### src/rtl/spi_master_pkg.sv
// spi_master_pkg: shared count/watermark types and legacy default watermarks for the SPI master FIFOs.
package spi_master_pkg;
    localparam int CNT_W = 4;
    typedef logic [CNT_W-1:0] cnt_t;
    typedef struct packed {
        cnt_t thr_hi;
        cnt_t thr_lo;
    } wm_cfg_t;
    // 5/4 reproduces the old fixed 4/5-element event behaviour
    localparam cnt_t DEF_THR_HI = cnt_t'(5);
    localparam cnt_t DEF_THR_LO = cnt_t'(4);
endpackage

### src/rtl/spi_master_fifo_wm_evt.sv
// spi_master_fifo_wm_evt: registered single-cycle pulses on high/low watermark crossings.
module spi_master_fifo_wm_evt
    import spi_master_pkg::*;
#(
    parameter int CNT_W_P = CNT_W
) (
    input  logic             clk_i,
    input  logic             rst_i,
    input  logic             clr_i,
    input  logic [CNT_W_P-1:0] cnt_q_i,
    input  logic [CNT_W_P-1:0] cnt_d_i,
    input  logic [CNT_W_P-1:0] thr_hi_i,
    input  logic [CNT_W_P-1:0] thr_lo_i,
    output logic             evt_hi_o,
    output logic             evt_lo_o
);
    logic hi_q, hi_d, lo_q, lo_d;
    always_comb begin
        hi_d = thr_hi_i != '0 && cnt_q_i < thr_hi_i && cnt_d_i >= thr_hi_i && !clr_i;
        lo_d = thr_lo_i != '0 && cnt_q_i > thr_lo_i && cnt_d_i <= thr_lo_i && !clr_i;
    end
    always_ff @(posedge clk_i or posedge rst_i) begin
        if (rst_i) begin
            hi_q <= 1'b0;
            lo_q <= 1'b0;
        end else begin
            hi_q <= hi_d;
            lo_q <= lo_d;
        end
    end
    assign evt_hi_o = hi_q;
    assign evt_lo_o = lo_q;
endmodule

### src/rtl/spi_master_fifo_wm.sv
// spi_master_fifo_wm: first-word-fall-through FIFO with watermark events, full/empty and sticky error flags.
module spi_master_fifo_wm
    import spi_master_pkg::*;
#(
    parameter int DATA_WIDTH = 32,
    parameter int BUFFER_DEPTH = 8,
    localparam int LOG_BUFFER_DEPTH = $clog2(BUFFER_DEPTH)
) (
    input  logic                      clk_i,
    input  logic                      rst_i,
    input  logic                      clr_i,
    input  logic [DATA_WIDTH-1:0]     data_i,
    input  logic                      valid_i,
    output logic                      ready_o,
    output logic [DATA_WIDTH-1:0]     data_o,
    output logic                      valid_o,
    input  logic                      ready_i,
    output logic [LOG_BUFFER_DEPTH:0] elements_o,
    input  logic [LOG_BUFFER_DEPTH:0] thr_hi_i,
    input  logic [LOG_BUFFER_DEPTH:0] thr_lo_i,
    output logic                      evt_hi_o,
    output logic                      evt_lo_o,
    output logic                      full_o,
    output logic                      empty_o,
    output logic                      ovf_o,
    output logic                      udf_o,
    input  logic                      err_clr_i
);
    localparam int CW = LOG_BUFFER_DEPTH + 1;
    localparam int PW = LOG_BUFFER_DEPTH;
    logic [DATA_WIDTH-1:0] mem_q [BUFFER_DEPTH];
    logic [PW-1:0] wr_q, wr_d, rd_q, rd_d;
    logic [CW-1:0] cnt_q, cnt_d;
    logic ovf_q, ovf_d, udf_q, udf_d, push, pop;
    assign full_o     = cnt_q == CW'(BUFFER_DEPTH);
    assign empty_o    = cnt_q == '0;
    assign ready_o    = !full_o;
    assign valid_o    = !empty_o;
    assign data_o     = mem_q[rd_q];
    assign elements_o = cnt_q;
    assign ovf_o      = ovf_q;
    assign udf_o      = udf_q;
    // explicit wrap so non-power-of-two depths work
    always_comb begin
        push  = valid_i && !full_o;
        pop   = ready_i && !empty_o;
        wr_d  = clr_i ? '0 : !push ? wr_q : wr_q == PW'(BUFFER_DEPTH - 1) ? '0 : wr_q + 1'b1;
        rd_d  = clr_i ? '0 : !pop ? rd_q : rd_q == PW'(BUFFER_DEPTH - 1) ? '0 : rd_q + 1'b1;
        cnt_d = clr_i ? '0 : cnt_q + CW'(push) - CW'(pop);
        ovf_d = (valid_i && full_o) || (ovf_q && !err_clr_i);
        udf_d = (ready_i && empty_o) || (udf_q && !err_clr_i);
    end
    always_ff @(posedge clk_i or posedge rst_i) begin
        if (rst_i) begin
            wr_q  <= '0;
            rd_q  <= '0;
            cnt_q <= '0;
            ovf_q <= 1'b0;
            udf_q <= 1'b0;
        end else begin
            wr_q  <= wr_d;
            rd_q  <= rd_d;
            cnt_q <= cnt_d;
            ovf_q <= ovf_d;
            udf_q <= udf_d;
        end
    end
    always_ff @(posedge clk_i) begin
        if (push) mem_q[wr_q] <= data_i;
    end
    spi_master_fifo_wm_evt #(.CNT_W_P(CW)) u_evt (
        .clk_i    (clk_i),
        .rst_i    (rst_i),
        .clr_i    (clr_i),
        .cnt_q_i  (cnt_q),
        .cnt_d_i  (cnt_d),
        .thr_hi_i (thr_hi_i),
        .thr_lo_i (thr_lo_i),
        .evt_hi_o (evt_hi_o),
        .evt_lo_o (evt_lo_o)
    );
endmodule
### config.mk
export PLATFORM = sky130hd
export DESIGN_NAME = spi_master_fifo_wm
export DESIGN_NICKNAME = d
export VERILOG_FILES = /design/src/rtl/spi_master_pkg.sv /design/src/rtl/spi_master_fifo_wm_evt.sv /design/src/rtl/spi_master_fifo_wm.sv
export SDC_FILE = /design/constraint.sdc
export NUM_CORES = 1
export LEC_CHECK = 0
export ABC_AREA = 1
export CAP_MARGIN = 20
export CORE_AREA = 2 2 174 176
export CTS_BUF_LIST = sky130_fd_sc_hd__clkbuf_4
export CTS_CLUSTER_SIZE = 16
export DETAILED_ROUTE_END_ITERATION = 8
export DIE_AREA = 0 0 176 178
export PLACE_DENSITY_LB_ADDON = 0.2
export SYNTH_ARGS = -nofsm -noshare
export SYNTH_HDL_FRONTEND = slang
export SYNTH_SLANG_ARGS = --single-unit
export TNS_END_PERCENT = 5
### constraint.sdc
create_clock -name clk_i -period 5.5 [get_ports clk_i]
set_clock_uncertainty 0.2 [all_clocks]
set_input_delay 1.375 -clock clk_i [delete_from_list [all_inputs] [get_ports clk_i]]
set_output_delay 1.375 -clock clk_i [all_outputs]
set_load 0.01 [all_outputs]
# Word-level counts from Yosys, hierarchy flattened
# Memory sizes are Yosys's and may differ from the RTL's.
# Index checks and enable logic that the tools add are counted.
[totals]
reg_bits = 14
ram_bits = 256
inputBits = 46
output_inout_bits = 44
mem_count = 1
[classes]
addsub = 4
n_lt_le_gt_ge = 4
eq_ne = 3
mux = 9
reduce_logical = 23
[memory_table]
columns = ["memory", "words", "width", "rd", "rd_clocked_by_memory_dff", "wr", "line_no", "rtl"]
rows = [
  ["mem_q", 8, 32, 1, 0, 1, "spi_master_fifo_wm.sv:31", "logic [DATA_WIDTH-1:0] mem_q [BUFFER_DEPTH];"],
]
[ops]
columns = ["op", "n"]
rows = [
  ["$mux 3", 6],
  ["$logic_and 1x1->1", 12],
  ["$reduce_bool 4->1", 2],
  ["$add 3x1->3 const B", 2],
  ["$eq 3x3->1 const B", 2],
  ["$add 4x1->4", 1],
  ["$eq 4x4->1 const B", 1],
  ["$ge 4x4->1", 1],
  ["$gt 4x4->1", 1],
  ["$le 4x4->1", 1],
  ["$logic_not 1->1", 4],
  ["$logic_not 4->1", 1],
  ["$lt 4x4->1", 1],
  ["$mux 4", 1],
  ["$reduce_bool 2->1", 2],
  ["$sub 4x1->4", 1],
  ["$logic_or 1x1->1", 2],
  ["$mux 1", 2],
]

# Depth between registers and ports, before layout
[logic_depth]
ltp_word = 9
depth_mapped = 19
ltp_nobuf = 19

# Hierarchy
# Synthesis repeated with hierarchy kept, for this count alone.
[hier_totals]
cells_unflattened = 1287
area_unflattened_um2 = 12443.2
[by_module_without_submodules]
columns = ["module", "n_inst", "cells_each", "area_each_um2"]
rows = [
  ["spi_master_fifo_wm", 1, 1204, 11947.7],
  ["spi_master_fifo_wm_evt", 1, 83, 495.5],
]

# Worst setup path after synthesis
# Ideal clock, no wire load.
[synth_timing]
path_kind = "input to register"
startpoint = "input port valid_i"
endpoint = "memory mem_q[1][0], enable pin"
setup_time_ns = 0.421
t_arrival_ns = 3.001
required_ns = 4.879
slack_ns = 1.878
cell_stages = 4
path_buffers = 0
cell_sequence = "nand2_1 inv_1 nand2_1 nor2_1"
[synth_via]
elab_chain_cells = 3
[synth_lines]
columns = ["element", "line_no", "rtl"]
rows = [
  ["start: declaration", "spi_master_fifo_wm.sv:13", "input logic valid_i,"],
  ["$logic_and 1x1->1", "spi_master_fifo_wm.sv:45", "push = valid_i && !full_o;"],
  ["$mux 1", "spi_master_fifo_wm.sv:69", "if (push) mem_q[wr_q] <= data_i;"],
  ["$mux 1 (implied by the code)", "spi_master_fifo_wm.sv:69", ""],
  ["end: declaration", "spi_master_fifo_wm.sv:31", ""],
]
# No other way between the ends.

# Final worst setup path
[layout_timing]
startpoint = "register rd_q[0]"
endpoint = "output port data_o[22]"
[layout_via]
elab_chain_cells = 1
[layout_lines]
columns = ["element", "line_no", "rtl"]
rows = [
  ["start: declaration", "spi_master_fifo_wm.sv:32", "logic [PW-1:0] wr_q, wr_d, rd_q, rd_d;"],
  ["start signal: assignment", "spi_master_fifo_wm.sv:62", "rd_q <= rd_d;"],
  ["$mem_v2 8x32", "-", ""],
  ["end: declaration", "spi_master_fifo_wm.sv:15", "output logic [DATA_WIDTH-1:0] data_o,"],
]
# No other way between the ends.

==> flow_summary.yaml <==
yosys:
  synth_fp_nets: 1097
  synth-seq-cells: 270
  synthTopCellsByArea: "edfxtp_1, nand2_1, dfrtp_1"
  yosys.area.top_type: "edfxtp_1"
  synth-main-ff-cell: "edfxtp_1"
  syn_area_mm2: 0.0116
  synth_warnings: 0
  synthDistinctLibCells: 24
  synth_edf_count: 256
  yosysTopAreaCellShare: 0.663
  ys_seq_area_frac: 0.694
  async_reset_ff_frac: 0.0519
  avgSynthCellArea_um2: 11.3
  postSynthCellCount: 1025
global_routing:
  grt_usage: 0.172
  antenna_found_initial: 2
  grt_max_degree: 67
  grt_pass1_vias: 7671
  gr-total-overflow: 0
  grt_pass1_wl_um: 41200
finish:
  final_cells: 1611
  final_util: 0.472
  final_nets: 1237
  syn2layout_area_growth_pct: 19.7
  drive_above_1_share: 0.173
critical_path:
  start_kind: "flop"
  slowest_delay_ns: 0.66
  cp_slowest_cell: "dfrtp_4"
  cp_common_cell: "nand2_1"
  crit_arrival_ns: 3.32
  cp_cell_sequence: "inv_4, buf_4, nand2_2, nand2_1, nand2_1, o21ai_1, nand2_1, nand2_1, clkdlybuf4s50_1"
  crit_type: "reg2out"
  path_max_fanout: 44
  cp_data_required_time_ns: 3.92
  endpoint_kind: "output port"
power_and_ir_drop:
  powerDensity_mw_per_mm2: 448
  power_leakage_nw: 5.33
  ir_drop_uv: 213
floorplanning:
  core.rowCount: 63
  core_mm2: 0.0294
  io_pins: 90
  die_w_um: 176
  die-area_mm2: 0.0313
  initial_utilization: 0.394
  die_y_um: 178
placed_design:
  dp_cells: 1478
  port_buffers: 89
  hpwl_um: 14400
  gp_congestion: 0.731
route:
  vias: 7689
  routed_wl_um: 26200
  ant_nets: 0
  drc: 0
  post_drt_wl_per_cell_um: 16.3
  dr.first_iter.drc_count: 454
  viasPerCell: 4.77
  drtPass1Iterations: 5
flow_run:
  drv_cap: 0
run_status:
  status: "finished clean"
clocking:
  clockBufferDepth: 3
  postCtsSetupBuffers: 0
  cts.htree.levels: 3
  numCtsBuffers: 75
  cts_sinks: 270
  clk_pin_slew_ns: 0.06
  clock-root-buffer: "clkbuf_4"
  ctsResizeCount: 0
  clk_latency_ns: 0.66
  cts_hold_buf: 0
  cts_tree: "done"
timing:
  maxSlewViolCount: 0
  fin_tns_setup_ns: 0
  maxSlewHeadroom: 0.293
  rsz0062_at_grt: "no"
  timing_hold_violations_final: 0
  setup_viol: 0
  timing.hold.ws_ns: 0.332
  post-route-period-util: 0.890
  fmax_ghz: 0.204
  timing.final.crit_period_ns: 4.90
  worstMarginPinSlew_ns: 1.06
worst_hold_path:
  hold_class: "reg2reg"
==> Yosys cell counts, drive strengths merged (7+ instances only) <==
cell and number:
nor2 88, clkbuf 12, nand3 11, inv 39, a21oi 7, o21ai 133
buf 37, edfxtp 256, nand2 399, ha 25, dfrtp 14
==> routing by layer <==
metal	track usage	routed length, µm
met1	0.217	11800
met2	0.292	12700
met3	0.0422	1350
met4	0.0596	415
met5	0	0
==> cell usage in the layout (no fill, tap or decap), types with 11 or more instances in the layout <==
cell type,n
clkdlybuf4s50_1,89
nand2_2,56
nand3_1,11
nand2_1,343
inv_1,37
edfxtp_1,256
clkinv_1,11
clkbuf_4,115
nor2_1,80
dfrtp_1,12
o21ai_1,64
ha_1,25
o21ai_0,69
buf_4,22
==> final timing paths <==
| kind | start | end | slack, ns | depth (start not counted) |
|---|---|---|---|---|
| setup / recovery | rd_q[0]$_DFFE_PP0P_ | data_o[22] | 0.60 | 9 |
| hold / removal | udf_o$_DFF_PP0_ | udf_o$_DFF_PP0_ | 0.33 | 2 |
| setup reg to reg | elements_o[2]$_DFF_PP0_ | u_evt.evt_hi_o$_DFF_PP0_ | 2.19 | 18 |
| hold reg to reg | udf_o$_DFF_PP0_ | udf_o$_DFF_PP0_ | 0.33 | 2 |
| max in group asynchronous | rst_i | rd_q[0]$_DFFE_PP0P_ | 3.77 | 2 |
| min in group asynchronous | rst_i | wr_q[0]$_DFFE_PP0P_ | 0.88 | 2 |
==> power by group <==
part / leakage [nW] / total (W) / internal (W) / switching [W]
Clock: 0.587 / 0.00184 / 0.00104 / 0.000797
Combinational: 2.23 / 0.00185 / 0.000738 / 0.00111
Sequential: 2.50 / 0.00253 / 0.00244 / 0.0000853
==> sequential cells by signal, indices dropped and copies added, names as in the netlist <==
name,flops
elements_o,4
mem_q,256
ovf_o,1
rd_q,3
u_evt.evt_hi_o,1
u_evt.evt_lo_o,1
udf_o,1
wr_q,3
==> worst max-delay path, delay by kind of cell, from the launching register on <==
family	cells	cell delay, ns
simple gates	5	0.36
flops	1	0.66
buf+inv	3	1.50
compound gates	1	0.11
==> logic make-up (layout without fill, tap and decap cells) <==
family / count (synthesis) / in the layout / share of synthesized area
adder cells (fa/ha/maj): 26 / 26 / 0.0287
AND/OR/NAND/NOR: 500 / 500 / 0.176
XOR/XNOR: 1 / 1 / 0.000756
flip-flops: 270 / 270 / 0.694
AO/OA/AOI/OAI: 140 / 140 / 0.0605
other: 0 / 2 / 0
buffers and inverters: 88 / 282 / 0.0407
==> final cells by class <==
| type | instances | area (µm²) |
|---|---|---|
| tap | 390 | 488 |
| sequential | 270 | 8040 |
| antenna | 2 | 5.00 |
| inverter | 39 | 149 |
| clock inverter | 16 | 113 |
| clock buffer | 115 | 863 |
| timing repair buffer | 112 | 1080 |
| fill | 2771 | 15500 |
| multi-input combinational | 667 | 3140 |
==> through the flow <==
| stage | power [W] | setup slack (ns) | instance area [µm²] |
|---|---|---|---|
| 2_1_floorplan | 0.00374 | 1.88 | 11600 |
| 3_3_place_gp | 0.00444 | 1.28 | 12900 |
| 3_5_place_dp | 0.00445 | 1.23 | 12900 |
| 4_1_cts | 0.00632 | 0.498 | 13900 |
| 5_1_grt | 0.00665 | 0.322 | 13900 |
| 6_report | 0.00621 | 0.604 | 13900 |
(Power assumes the default switching activity.)
